File: src/rtl/cache_switch_controller.sv
// Data-cache context-switch sequencer: stalls, drains memory, writes back dirty lines, swaps bank.
// Optional build macro CACHE_SWITCH_CYCLE_COUNT_EN adds a switch_cycles stall-length report.
module cache_switch_controller #(
  parameter  int NUM_CACHES = 4,
  parameter  int LINE_COUNT = 8,
  localparam int ID_W       = (NUM_CACHES > 1) ? $clog2(NUM_CACHES) : 1,
  localparam int IDX_W      = (LINE_COUNT > 1) ? $clog2(LINE_COUNT) : 1
) (
  input  logic                  clk,
  input  logic                  reset,
  input  logic                  switch_req,
  input  logic [ID_W-1:0]       switch_target,
  input  logic                  d_mem_busy,
  input  logic [LINE_COUNT-1:0] dirty_vector,
  input  logic                  wb_ack,
  output logic                  wb_req,
  output logic [IDX_W-1:0]      wb_index,
  output logic                  stall,
  output logic [ID_W-1:0]       active_cache,
  output logic                  switch_done
`ifdef CACHE_SWITCH_CYCLE_COUNT_EN
  ,
  output logic [15:0]           switch_cycles
`endif
);

  typedef enum logic [2:0] {
    S_IDLE,
    S_DRAIN,
    S_SCAN,
    S_WB_WAIT,
    S_SWAP,
    S_DONE
  } state_t;

  state_t            state, state_nxt;
  logic [ID_W-1:0]   target_q, target_nxt;
  logic [IDX_W-1:0]  cnt_q, cnt_nxt;
  logic              wb_req_nxt;
  logic [IDX_W-1:0]  wb_index_nxt;
  logic [ID_W-1:0]   active_nxt;
  logic              stall_nxt;
  logic              done_nxt;
  logic              last_line;

  assign last_line = (cnt_q == IDX_W'(LINE_COUNT - 1));

  always_comb begin
    state_nxt    = state;
    target_nxt   = target_q;
    cnt_nxt      = cnt_q;
    wb_req_nxt   = wb_req;
    wb_index_nxt = wb_index;
    active_nxt   = active_cache;
    case (state)
      S_IDLE: begin
        if (switch_req) begin
          target_nxt = switch_target;
          state_nxt  = S_DRAIN;
        end
      end
      S_DRAIN: begin
        // Switching to the bank already selected needs no drain or writeback.
        if (target_q == active_cache) begin
          state_nxt = S_DONE;
        end else if (!d_mem_busy) begin
          cnt_nxt   = '0;
          state_nxt = S_SCAN;
        end
      end
      S_SCAN: begin
        if (dirty_vector[cnt_q]) begin
          wb_req_nxt   = 1'b1;
          wb_index_nxt = cnt_q;
          state_nxt    = S_WB_WAIT;
        end else if (last_line) begin
          state_nxt = S_SWAP;
        end else begin
          cnt_nxt = cnt_q + IDX_W'(1);
        end
      end
      S_WB_WAIT: begin
        if (wb_req && wb_ack) begin
          wb_req_nxt = 1'b0;
          if (last_line) begin
            state_nxt = S_SWAP;
          end else begin
            cnt_nxt   = cnt_q + IDX_W'(1);
            state_nxt = S_SCAN;
          end
        end
      end
      S_SWAP: begin
        active_nxt = target_q;
        state_nxt  = S_DONE;
      end
      S_DONE: begin
        state_nxt = S_IDLE;
      end
      default: begin
        state_nxt = S_IDLE;
      end
    endcase
    // Outputs are registered from the next state so they align with the state they describe.
    stall_nxt = state_nxt inside {S_DRAIN, S_SCAN, S_WB_WAIT, S_SWAP};
    done_nxt  = (state_nxt == S_DONE);
  end

  always_ff @(posedge clk) begin
    if (reset) begin
      state        <= S_IDLE;
      target_q     <= '0;
      cnt_q        <= '0;
      wb_req       <= 1'b0;
      wb_index     <= '0;
      stall        <= 1'b0;
      active_cache <= '0;
      switch_done  <= 1'b0;
    end else begin
      state        <= state_nxt;
      target_q     <= target_nxt;
      cnt_q        <= cnt_nxt;
      wb_req       <= wb_req_nxt;
      wb_index     <= wb_index_nxt;
      stall        <= stall_nxt;
      active_cache <= active_nxt;
      switch_done  <= done_nxt;
    end
  end

`ifdef CACHE_SWITCH_CYCLE_COUNT_EN
  logic [15:0] cyc_q;

  // Counts stalled cycles of the switch in flight; the request edge counts as the first.
  always_ff @(posedge clk) begin
    if (reset) begin
      cyc_q         <= '0;
      switch_cycles <= '0;
    end else begin
      if (state == S_IDLE && state_nxt == S_DRAIN) begin
        cyc_q <= 16'd1;
      end else if (stall_nxt && cyc_q != 16'hFFFF) begin
        cyc_q <= cyc_q + 16'd1;
      end
      if (done_nxt) begin
        switch_cycles <= cyc_q;
      end
    end
  end
`endif

endmodule

File: config.mk
export PLATFORM = sky130hd
export DESIGN_NAME = cache_switch_controller
export DESIGN_NICKNAME = d
export VERILOG_FILES = /design/src/rtl/cache_switch_controller.sv
export SDC_FILE = /design/constraint.sdc
export NUM_CORES = 1
export LEC_CHECK = 0
export CAP_MARGIN = 20
export CORE_MARGIN = 5
export CORE_UTILIZATION = 47
export CTS_CLUSTER_SIZE = 12
export DETAILED_ROUTE_END_ITERATION = 8
export PLACE_DENSITY = 0.77
export SLEW_MARGIN = 10
export SYNTH_ARGS = -nofsm -noshare
export SYNTH_HDL_FRONTEND = slang
export SYNTH_SLANG_ARGS = --single-unit
export TNS_END_PERCENT = 20
File: constraint.sdc
create_clock -name clk -period 2.5 [get_ports clk]
set_input_delay 0.5 -clock clk [delete_from_list [all_inputs] [get_ports clk]]
set_output_delay 0.5 -clock clk [all_outputs]
set_load 0.03 [all_outputs]
======== After elaboration in Yosys (flattened, before gate mapping) ========
Index checks and enable logic that the tools add are counted.
storage, ports and cells
  word-level logic and storage cells ...... 54
  register bits after elaboration ......... 16
  bits of input ports ..................... 15
  output and inout port bits .............. 8
cells by class
  add/subtract/negate cells ............... 1
  multiplexer cells ....................... 19
  eq/ne operators ......................... 16
  reduce and logical (&&, ||, !) cells .... 9
  $lt $le $gt $ge ......................... 1
operator list
  kind                                                         count
  two-way mux 3 bit                                            12
  case mux 3 bit (5 select lines)                              1
  == test 3 x 2 -> 1 bit (second input constant)               4
  == test 3 bit (second input constant)                        4
  inequality test 2 bit (second input constant)                5
  case mux 3 bit (3 select lines)                              1
  == test 3 x 1 -> 1 bit (second input constant)               2
  AND reduction 5 bit                                          1
  less-than comparator 3 x 4 -> 1 bit (second input constant)  1
  AND reduction 2 bit                                          2
  nonzero test 4 bit                                           1
  adder 3 x 1 -> 3 bit (second input constant)                 1
  binary-select mux 1 bit (select 3 bit)                       1
  logical NOT 3 bit                                            1
  two-way mux 1 bit                                            3
  AND reduction 3 bit                                          1
  nonzero test 3 bit                                           1
  == test 2 bit                                                1
  case mux 1 bit (2 select lines)                              1
  nonzero test 2 bit                                           1
  logical AND 1 bit                                            1

======== Logic depth before layout (Yosys ltp) ========
Gate-level depths: netlist (run 1).
  depth in word-level cells ............... 6
  depth in mapped cells ................... 7
  mapped depth without buffers ............ 7

======== Worst setup path before layout (run 1) ========
OpenSTA, ideal clock, no wires.
  path type ............................... input to register
  start ................................... in d_mem_busy
  end ..................................... reg cnt_q[0]
  stages on the path ...................... 5
  path buffers ............................ 0
  slack ................................... 0.674 ns
  data required time ...................... 2.430 ns
  setup time .............................. 0.070 ns
  arrival time ............................ 1.756 ns
  cell sequence ........................... or2_1 -> o21bai_1 -> a311o_1 -> or4_1 -> a21oi_1
on the way
  cells in the longest elaborated chain, start to end .. 2
ends and longest elaborated chain
  what                             line  source
  start, declared                  13    input logic d_mem_busy,
  inequality test 2 bit (no line)  -
  AND reduction 5 bit (no line)    -
  end signal, assigned             122   cnt_q <= cnt_nxt;
  end, declared                    38    logic [IDX_W-1:0] cnt_q, cnt_nxt;
No other way between the ends.
A chain may end at the register's enable or synchronous reset.

======== Worst setup path in the final report (run 1) ========
  start ................................... reg cnt_q[0]
  end ..................................... reg cnt_q[0]
on the way
  cells in the longest elaborated chain, start to end .. 4
  elaborated cells between the ends (all ways) .. 10
  classes of those cells .................. 1 x add/sub; 2 x eq/ne; 6 x mux; 1 x reduce/logical
ends and longest elaborated chain
  what                                                                           line        source
  adder 3 x 1 -> 3 bit (tied with other cells)                                   79, 88
  two-way mux 3 bit / two-way mux 1 bit (equally long branches)                  76, 85, 72
  two-way mux 3 bit (tied with other cells)                                      83          if (wb_req && wb_ack) begin
  case mux 3 bit (3 select lines) / AND reduction 5 bit (equally long branches)  -
Parallel ways exist; a longest one is shown, timed or not. The select of a mux whose other input is x is not followed.

==> out/metrics.cfg, run 1 <==
[status]
status = finished clean

[cts]
cts_tree = done
cts_made_buffers = 3
root_buffer = clkbuf_4
hold_buffers = 0
ctsResizeCount = 0
clk_pin_slew_ns = 0.10
cts_buffer_depth = 2
clk_latency_ns = 0.29
clock-sinks = 16
htreeDepth = 1
cts_setup_buffers = 0

[place]
pre_cts_slack_ns = 0.154
postPlaceCellArea_sq_um = 1130
port_buffers = 22
dp.final_hpwl_microns = 1520
gp_congestion = 0.800
numPlacedInstances = 145

[pwr]
switchingPower_mw = 0.250
ir_drop_uv = 458
leakage_nw = 0.483
switching_share_pct = 33.1
combPwrFrac_pct = 35.4
power_mw = 0.754
seqPwrFrac_pct = 41.9
power_frac_clock_pct = 22.7
powerDensity_nw_per_um2 = 644
intPower_mw = 0.504

[synthesis]
synthCells = 102
synthMuxAreaShare_pct = 12.7
synth_largest_area_cell = dfxtp_1
yosys.area_share.adder_pct = 2.77
yosysWarningCount = 0
synth_top_family_by_area = simple AND/OR/NAND/NOR gates
avgSynthCellArea_sq_um = 8.87
synthSimpleGateAreaFrac_pct = 24.3
ys_seq_elements = 16
synth_edf_count = 0
ys.flop_type = dfxtp_1
synth-async-reset-ratio_pct = 0
syn_area_sq_um = 905
yosysSeqAreaShare_pct = 35.4
synth-compound-area-share_pct = 19.5
synthXorXnorAreaFrac_pct = 1.94
synth.top_cell.area_share_pct = 35.4
synth.net_count = 119
synth.area.top_cells = dfxtp_1 35%, mux2i_1 11%, nor2_1 6.6%, a21oi_1 2.8%, ha_1 2.8%
netlist-cell-type-count = 37

[sta]
hold_viol_final = 0
worst_pin_slew_ns = 0.581
slew_headroom_pct = 61.1
tns_ns = 0
fin_skew_ns = 0.0103
max_freq_mhz = 492
setup_viol = 0
setup_ws_ns = 0.466
rsz0062_at_grt = false
finalCritPeriodShare_pct = 81.4
holdWs_ns = 0.508
finalMaxSlewViolations = 0
period_minus_slack_ns = 2.03

[route]
drc = 0
via_per_inst = 5.46
first_iter_violations = 16
wl_microns = 1970
first_pass_iters = 4
vias = 813
wire_per_inst_microns = 13.2
ant_nets = 0

[floorplanning]
die_y_microns = 53.9
dieWidth_microns = 53.9
core_sq_um = 1780
die_area_sq_um = 2900
rows = 15
floorplan.initialDensity_pct = 50.7
ios = 23

[global_route]
overflow = 0
antenna_found_initial = 0
grt_usage_pct = 15.4
grt_max_degree = 17
grt_pass1_wl_microns = 3290
first_global_vias = 773

[setup_path]
crit_arrival_ns = 2.26
critPathKind = flip-flop to flip-flop
cp.buffers_inverters = 0
r2r-end = cnt_q[0]$_SDFFE_PP0P_
cp-end-kind = flip-flop
crit_start = cnt_q[0]$_SDFFE_PP0P_
cp_top_family = simple AND/OR/NAND/NOR gates
cp_cell_sequence = ha_1 > ha_1 > nand2_1 > nand2b_1 > a311o_1 > or4_1 > a21oi_1
required_ns = 2.72
crit_path_top_delay_cell = dfxtp_1
critPathMaxFanout = 8
r2r_slack_ns = 0.47
path_common_cell = ha_1
worstReg2RegStart = cnt_q[0]$_SDFFE_PP0P_
r2r.worst_path.cells = 7
cp-start-kind = flip-flop
slowest_delay_ns = 0.43

[final_layout]
nNetsFinal = 142
layoutNonFillerInstCount = 149
drive_gt1_share_pct = 6.45
final_area_sq_um = 1170
layout_common_cells = 22 x clkdlybuf4s50_1, 16 x nor2_1, 16 x dfxtp_1
final_common_cell = clkdlybuf4s50_1
multi_input_area_sq_um = 554
regArea_sq_um = 320
final_util_pct = 65.6
antenna_cells = 0
area_growth_pct = 29.3
fillers = 137

[min_path]
min_to = wb_index[0]$_SDFFE_PP0P_
hold-path-cell-count = 2
min_from = wb_index[0]$_SDFFE_PP0P_
hold_class = flip-flop to flip-flop

[run]
maxCapViolations = 0

## cells in the mapped netlist, types with 3 or more instances
master,n
nor2b_1,4
nand2_1,5
dfxtp_1,16
a21oi_1,5
clkbuf_1,3
mux2i_1,10
nand2b_1,3
o21ai_0,4
nor2_1,16
## worst max-delay path by stage
stage                     slack, ns  cells after the start                    end
after floorplan                0.67                      5  cnt_q[0]$_SDFFE_PP0P_
after global placement         0.22                      6       stall$_SDFF_PP0_
after global routing           0.34                      7  cnt_q[0]$_SDFFE_PP0P_
after detailed placement       0.15                      6  cnt_q[0]$_SDFFE_PP0P_
after CTS                      0.47                      6  cnt_q[0]$_SDFFE_PP0P_
final                          0.47                      7  cnt_q[0]$_SDFFE_PP0P_
## state kept, by name, indices dropped and copies added (netlist names)
signal / cells
target_q: 2
state: 3
stall: 1
wb_req: 1
active_cache: 2
cnt_q: 3
wb_index: 3
switch_done: 1
## cell type report
| class | instances | share of cell area (%) |
|---|---|---|
| clock buffer | 4 | 3.10 |
| sequential | 16 | 27.4 |
| tap | 25 | 2.67 |
| timing repair buffer | 22 | 18.8 |
| multi-input combinational | 80 | 47.4 |
| inverter | 2 | 0.642 |
## power by group through the flow
stage / Sequential [mW] / Clock (mW) / Combinational, mW
5_1_grt: 0.321 / 0.194 / 0.294
2_1_floorplan: 0.325 / 0 / 0.186
3_3_place_gp: 0.320 / 0 / 0.262
6_report: 0.316 / 0.171 / 0.267
4_1_cts: 0.315 / 0.177 / 0.268
3_5_place_dp: 0.321 / 0 / 0.267
## tightest hold or removal path, stage by stage, from the launching register on
cell	delay, ns
dfxtp_1	0.33
mux2i_1	0.07
nor2_1	0.08
## routing by layer
layer / share of wire (%) / track usage [%] / wire, microns
met1: 47 / 19.2 / 933
met2: 48 / 25.0 / 934
met3: 4.4 / 6.37 / 86
met4: 0.51 / 2.55 / 10
met5: 0 / 0 / 0
## cells by family after synthesis
kind of cell,count (synthesis)
adder cells (fa/ha/maj),2
buffers and inverters,6
flip-flops,16
XOR/XNOR,2
AND/OR/NAND/NOR,43
multiplexers,11
AO/OA/AOI/OAI,22
Note: power is estimated with default switching activity, not from simulation.
==> run 2, diff against run 1 <==
- clock period: 2.5 -> 2.09 ns (I/O delays scaled with it)
==> run 2 against run 1 <==
Against the previous run: largest cell class unchanged; clock skew down 0.0092 ns; wire length up 14%; total power up 26%; utilization up 3.4 points; worst hold slack better by 0.0096 ns; global-route usage up 1.9 points; sequential power up 18%; combinational power up 34%.
==> out/metrics.cfg, run 2 (synthesized netlist as in run 1, its figures left out) <==
[sta]
setup_viol = 0  ; unchanged
period_minus_slack_ns = 1.91  ; was 2.03 ns
setup_ws_ns = 0.177  ; was 0.466 ns
worst_pin_slew_ns = 0.387  ; was 0.581 ns
hold_viol_final = 0  ; unchanged
fin_skew_ns = 0.00106  ; was 0.0103 ns
finalMaxSlewViolations = 0  ; unchanged
finalCritPeriodShare_pct = 91.5  ; was 81.4%
rsz0062_at_grt = false  ; unchanged
max_freq_mhz = 523  ; was 492 MHz
slew_headroom_pct = 74.2  ; was 61.1%

[cts]
clock-sinks = 16  ; unchanged
hold_buffers = 0  ; unchanged
htreeDepth = 1  ; unchanged
clk_pin_slew_ns = 0.10  ; about the same
cts_tree = done  ; unchanged
clk_latency_ns = 0.30  ; was 0.29 ns
cts_made_buffers = 3  ; unchanged
cts_buffer_depth = 2  ; unchanged
root_buffer = clkbuf_4  ; unchanged

[floorplanning]
die_area_sq_um = 2900  ; unchanged
rows = 15  ; unchanged
core_sq_um = 1780  ; unchanged
die_y_microns = 53.9  ; unchanged
ios = 23  ; unchanged
dieWidth_microns = 53.9  ; unchanged
floorplan.initialDensity_pct = 50.7  ; unchanged

[final_layout]
layout_common_cells = 22 x clkdlybuf4s50_1, 16 x nor2_1, 15 x dfxtp_1  ; was 22 x clkdlybuf4s50_1, 16 x nor2_1, 16 x dfxtp_1
fillers = 148  ; was 137
final_common_cell = clkdlybuf4s50_1  ; unchanged
nNetsFinal = 150  ; was 142
drive_gt1_share_pct = 12.9  ; was 6.45%
area_growth_pct = 36.1  ; was 29.3%
largestRegisters = cnt_q x3, state x3, wb_index x3  ; unchanged
antenna_cells = 0  ; unchanged
final_area_sq_um = 1230  ; was 1170 sq um

[place]
dp.final_hpwl_microns = 1800  ; was 1520 microns
gp_congestion = 0.850  ; was 0.800
postPlaceCellArea_sq_um = 1190  ; was 1130 sq um
pre_cts_slack_ns = -0.0875  ; was 0.154 ns
port_buffers = 22  ; unchanged

[setup_path]
r2r.worst_path.cells = 7  ; unchanged
critPathMaxFanout = 7  ; was 8
crit_arrival_ns = 2.14  ; was 2.26 ns
r2r_slack_ns = 0.18  ; was 0.47 ns
required_ns = 2.32  ; was 2.72 ns
crit_start = cnt_q[1]$_SDFFE_PP0P_  ; was cnt_q[0]$_SDFFE_PP0P_
cp-end-kind = flip-flop  ; unchanged
worstReg2RegStart = cnt_q[1]$_SDFFE_PP0P_  ; was cnt_q[0]$_SDFFE_PP0P_
cp-start-kind = flip-flop  ; unchanged
r2r-end = cnt_q[0]$_SDFFE_PP0P_  ; unchanged
critPathKind = flip-flop to flip-flop  ; unchanged

[global_route]
first_global_vias = 842  ; was 773
antenna_found_initial = 0  ; unchanged
grt_pass1_wl_microns = 3650  ; was 3290 microns
grt_max_degree = 13  ; was 17
overflow = 0  ; unchanged
grt_usage_pct = 17.3  ; was 15.4%

[route]
first_pass_iters = 4  ; unchanged
first_iter_violations = 32  ; was 16
vias = 872  ; was 813
ant_nets = 0  ; unchanged
drc = 0  ; unchanged
via_per_inst = 5.55  ; was 5.46
wire_per_inst_microns = 14.3  ; was 13.2 microns
wl_microns = 2240  ; was 1970 microns

[pwr]
power_frac_clock_pct = 22.8  ; was 22.7%
combPwrFrac_pct = 37.8  ; was 35.4%
intPower_mw = 0.623  ; was 0.504 mW
switching_share_pct = 34.1  ; was 33.1%
seqPwrFrac_pct = 39.4  ; was 41.9%
ir_drop_uv = 653  ; was 458 uV
leakage_nw = 0.522  ; was 0.483 nW
switchingPower_mw = 0.322  ; was 0.250 mW
powerDensity_nw_per_um2 = 768  ; was 644 nW/um^2

[run]
maxCapViolations = 0  ; unchanged

[min_path]
min_to = wb_index[0]$_SDFFE_PP0P_  ; unchanged
hold-path-cell-count = 2  ; unchanged
min_from = wb_index[0]$_SDFFE_PP0P_  ; unchanged
hold_class = flip-flop to flip-flop  ; unchanged

[status]
status = finished clean  ; unchanged

==> run 2: cell types whose count changed in the layout (fill, tap and decap cells not counted), sizes merged <==
cell	delta
buf	+8
==> run 2: power by group through the flow <==
stage	registers (mW)	logic (mW)	clock network [mW]
floorplan	0.389	0.222	0
CTS	0.372	0.358	0.223
detailed placement	0.380	0.357	0
global placement	0.377	0.345	0
finish	0.373	0.358	0.215
global route	0.378	0.387	0.237
==> run 2: timing repair <==
item | in CTS | in global routing
setup buffers | 0 | 0
setup endpoints to repair | 0 | 1
resized for setup | 0 | 1
==> run 2: final cells by class <==
cell class                      instances  area [sq um]  share of cell area, %
Clock buffer                            4          36.3                   2.95
Inverter                                2          7.51                  0.610
Multi-Input combinational cell         80           554                   45.0
Sequential cell                        16           322                   26.1
Tap cell                               25          31.3                   2.54
Timing Repair Buffer                   30           280                   22.8
==> run 2: worst max-delay path: stages, from the launching register on <==
cell,delay (ns)
dfxtp_1,0.39
ha_1,0.21
ha_1,0.21
nand2_1,0.14
nand2b_1,0.09
a311o_1,0.28
or4_1,0.40
a21oi_1,0.12
==> run 2: per-layer routing <==
metal  track usage, %  wire length (microns)
met1             22.2                    910
met2             28.6                   1170
met5                0                      0
met4             5.11                     24
met3             3.60                    135
==> run 2: worst max-delay path by stage <==
stage / endpoint / slack (ns) / cells past startpoint
global route: wb_req$_SDFFE_PP0P_ / 0.06 / 7
global placement: cnt_q[0]$_SDFFE_PP0P_ / -0.08 / 6
detailed placement: cnt_q[0]$_SDFFE_PP0P_ / -0.09 / 6
CTS: cnt_q[0]$_SDFFE_PP0P_ / 0.14 / 7
finish: cnt_q[0]$_SDFFE_PP0P_ / 0.18 / 7
floorplan: cnt_q[0]$_SDFFE_PP0P_ / 0.29 / 5
==> run 2: metrics by stage <==
step	total power, mW	setup TNS (ns)	std cells	utilization (%)	hold slack [ns]
final	0.946	0	157	69.1	0.518
after global routing	1.00	0	157	69.1	0.552
after CTS	0.953	0	157	69.0	0.520
after detailed placement	0.736	-0.161	153	66.9	0.495
after global placement	0.722	-0.132	153	66.9	0.483
after floorplan	0.611	0	102	-	0.486
==> run 3, diff against run 2 <==
- CORE_UTILIZATION: 47 -> 45
- PLACE_DENSITY: 0.77 -> 0.74
==> run 3 against run 2 <==
Against the previous run: critical path depth stayed put; largest cell class unchanged; cell area decreased by 2.2%; global-route usage down 1.4 points; largest power group unchanged.
==> out/metrics.cfg, run 3 (synthesized netlist as in run 1, its figures left out) <==
[setup_path]
crit_arrival_ns = 2.14  ; about the same
required_ns = 2.32  ; about the same
critPathMaxFanout = 8  ; was 7
cp-end-kind = flip-flop  ; unchanged
r2r-end = cnt_q[0]$_SDFFE_PP0P_  ; unchanged
r2r.worst_path.cells = 7  ; unchanged
crit_start = cnt_q[0]$_SDFFE_PP0P_  ; was cnt_q[1]$_SDFFE_PP0P_
worstReg2RegStart = cnt_q[0]$_SDFFE_PP0P_  ; was cnt_q[1]$_SDFFE_PP0P_
critPathKind = flip-flop to flip-flop  ; unchanged
cp-start-kind = flip-flop  ; unchanged
r2r_slack_ns = 0.18  ; about the same

[sta]
max_freq_mhz = 523  ; about the same
period_minus_slack_ns = 1.91  ; about the same
hold_viol_final = 0  ; unchanged
finalMaxSlewViolations = 0  ; unchanged
worst_pin_slew_ns = 0.359  ; was 0.387 ns
rsz0062_at_grt = false  ; unchanged
tns_ns = 0  ; unchanged
finalCritPeriodShare_pct = 91.4  ; was 91.5%
setup_viol = 0  ; unchanged
fin_skew_ns = 0.0133  ; was 0.00106 ns
slew_headroom_pct = 75.5  ; was 74.2%

[pwr]
switchingPower_mw = 0.320  ; was 0.322 mW
switching_share_pct = 34.2  ; was 34.1%
ir_drop_uv = 564  ; was 653 uV
seqPwrFrac_pct = 40.7  ; was 39.4%
combPwrFrac_pct = 36.4  ; was 37.8%
intPower_mw = 0.616  ; was 0.623 mW
leakage_nw = 0.501  ; was 0.522 nW
powerDensity_nw_per_um2 = 777  ; was 768 nW/um^2
power_frac_clock_pct = 22.9  ; was 22.8%

[min_path]
min_to = wb_index[2]$_SDFFE_PP0P_  ; was wb_index[0]$_SDFFE_PP0P_
hold-path-cell-count = 2  ; unchanged
min_from = wb_index[2]$_SDFFE_PP0P_  ; was wb_index[0]$_SDFFE_PP0P_
hold_class = flip-flop to flip-flop  ; unchanged

[floorplanning]
dieWidth_microns = 54.8  ; was 53.9 microns
core_sq_um = 1940  ; was 1780 sq um
die_area_sq_um = 3010  ; was 2900 sq um
die_y_microns = 54.8  ; was 53.9 microns
rows = 16  ; was 15
floorplan.initialDensity_pct = 46.6  ; was 50.7%
ios = 23  ; unchanged

[route]
ant_nets = 0  ; unchanged
first_iter_violations = 17  ; was 32
first_pass_iters = 4  ; unchanged
vias = 834  ; was 872
wire_per_inst_microns = 13.8  ; was 14.3 microns
via_per_inst = 5.38  ; was 5.55
wl_microns = 2140  ; was 2240 microns
drc = 0  ; unchanged

[status]
status = finished clean  ; unchanged

[global_route]
grt_usage_pct = 15.9  ; was 17.3%
antenna_found_initial = 0  ; unchanged
grt_pass1_wl_microns = 3370  ; was 3650 microns
overflow = 0  ; unchanged
first_global_vias = 768  ; was 842
grt_max_degree = 13  ; unchanged

[cts]
cts_setup_buffers = 0  ; unchanged
htreeDepth = 1  ; unchanged
cts_buffer_depth = 2  ; unchanged
clk_latency_ns = 0.30  ; about the same
root_buffer = clkbuf_4  ; unchanged
cts_made_buffers = 3  ; unchanged
clk_pin_slew_ns = 0.11  ; was 0.10 ns
cts_tree = done  ; unchanged
clock-sinks = 16  ; unchanged
hold_buffers = 0  ; unchanged
ctsResizeCount = 0  ; unchanged

[final_layout]
fillers = 170  ; was 148
antenna_cells = 0  ; unchanged
area_growth_pct = 33.1  ; was 36.1%
nNetsFinal = 146  ; was 150
layout_common_cells = 22 x clkdlybuf4s50_1, 16 x nor2_1, 15 x dfxtp_1  ; unchanged
drive_gt1_share_pct = 10.2  ; was 12.9%
largestRegisters = cnt_q x3, state x3, wb_index x3  ; unchanged
final_common_cell = clkdlybuf4s50_1  ; unchanged
layoutNonFillerInstCount = 155  ; was 157

[place]
numPlacedInstances = 151  ; was 153
port_buffers = 22  ; unchanged
dp.final_hpwl_microns = 1700  ; was 1800 microns
gp_congestion = 0.772  ; was 0.850

[run]
maxCapViolations = 0  ; unchanged

[run 3: cell types whose count changed in the layout (fill, tap and decap cells not counted), sizes merged]
| cell | change |
|---|---|
| buf | -4 |
[run 3: metrics by stage]
stage	util [%]	area (sq um)	total power [mW]	hold slack, ns	setup slack, ns
2_1_floorplan	-	905	0.611	0.486	0.286
3_3_place_gp	60.1	1170	0.716	0.487	-0.0806
3_5_place_dp	60.1	1170	0.727	0.495	-0.112
4_1_cts	61.9	1200	0.936	0.517	0.0727
5_1_grt	62.0	1200	0.988	0.575	0.0557
6_report	62.0	1200	0.936	0.514	0.179
[run 3: worst max-delay path, cell delays in order, from the launching register on]
cell	delay [ns]
dfxtp_2	0.40
ha_1	0.21
ha_1	0.21
nand2_1	0.13
nand2b_1	0.09
a311o_1	0.28
or4_1	0.39
a21oi_1	0.14
[run 3: how the worst max path moves through the flow]
stage          slack (ns)  cells past startpoint                    end
4_1_cts              0.07                      5       stall$_SDFF_PP0_
3_3_place_gp        -0.08                      6  cnt_q[0]$_SDFFE_PP0P_
3_5_place_dp        -0.11                      6       stall$_SDFF_PP0_
2_1_floorplan        0.29                      5  cnt_q[0]$_SDFFE_PP0P_
5_1_grt              0.06                      7  cnt_q[0]$_SDFFE_PP0P_
6_report             0.18                      7  cnt_q[0]$_SDFFE_PP0P_
[run 3: area by class of cell]
class	count	area [sq um]	area share, %
clock buffer	4	36.3	3.01
multi-input combinational	80	554	46.1
timing repair buffer	26	250	20.8
tap	27	33.8	2.81
sequential	16	322	26.7
inverter	2	7.51	0.624
[run 3: routing by layer]
metal  global-route usage, %  share of wire (%)  vias up
met4                    7.47                1.1        0
met5                       0                  0        -
li1                        -                  -      424
met1                    18.7                 45      393
met2                    27.0                 50       15
met3                    3.54                3.7        2
[run 3: power groups by stage]
stage	Combinational, mW	Sequential (mW)	Clock (mW)
global placement	0.331	0.385	0
floorplan	0.222	0.389	0
detailed placement	0.340	0.387	0
finish	0.341	0.381	0.214
CTS	0.341	0.380	0.215
global route	0.372	0.387	0.229
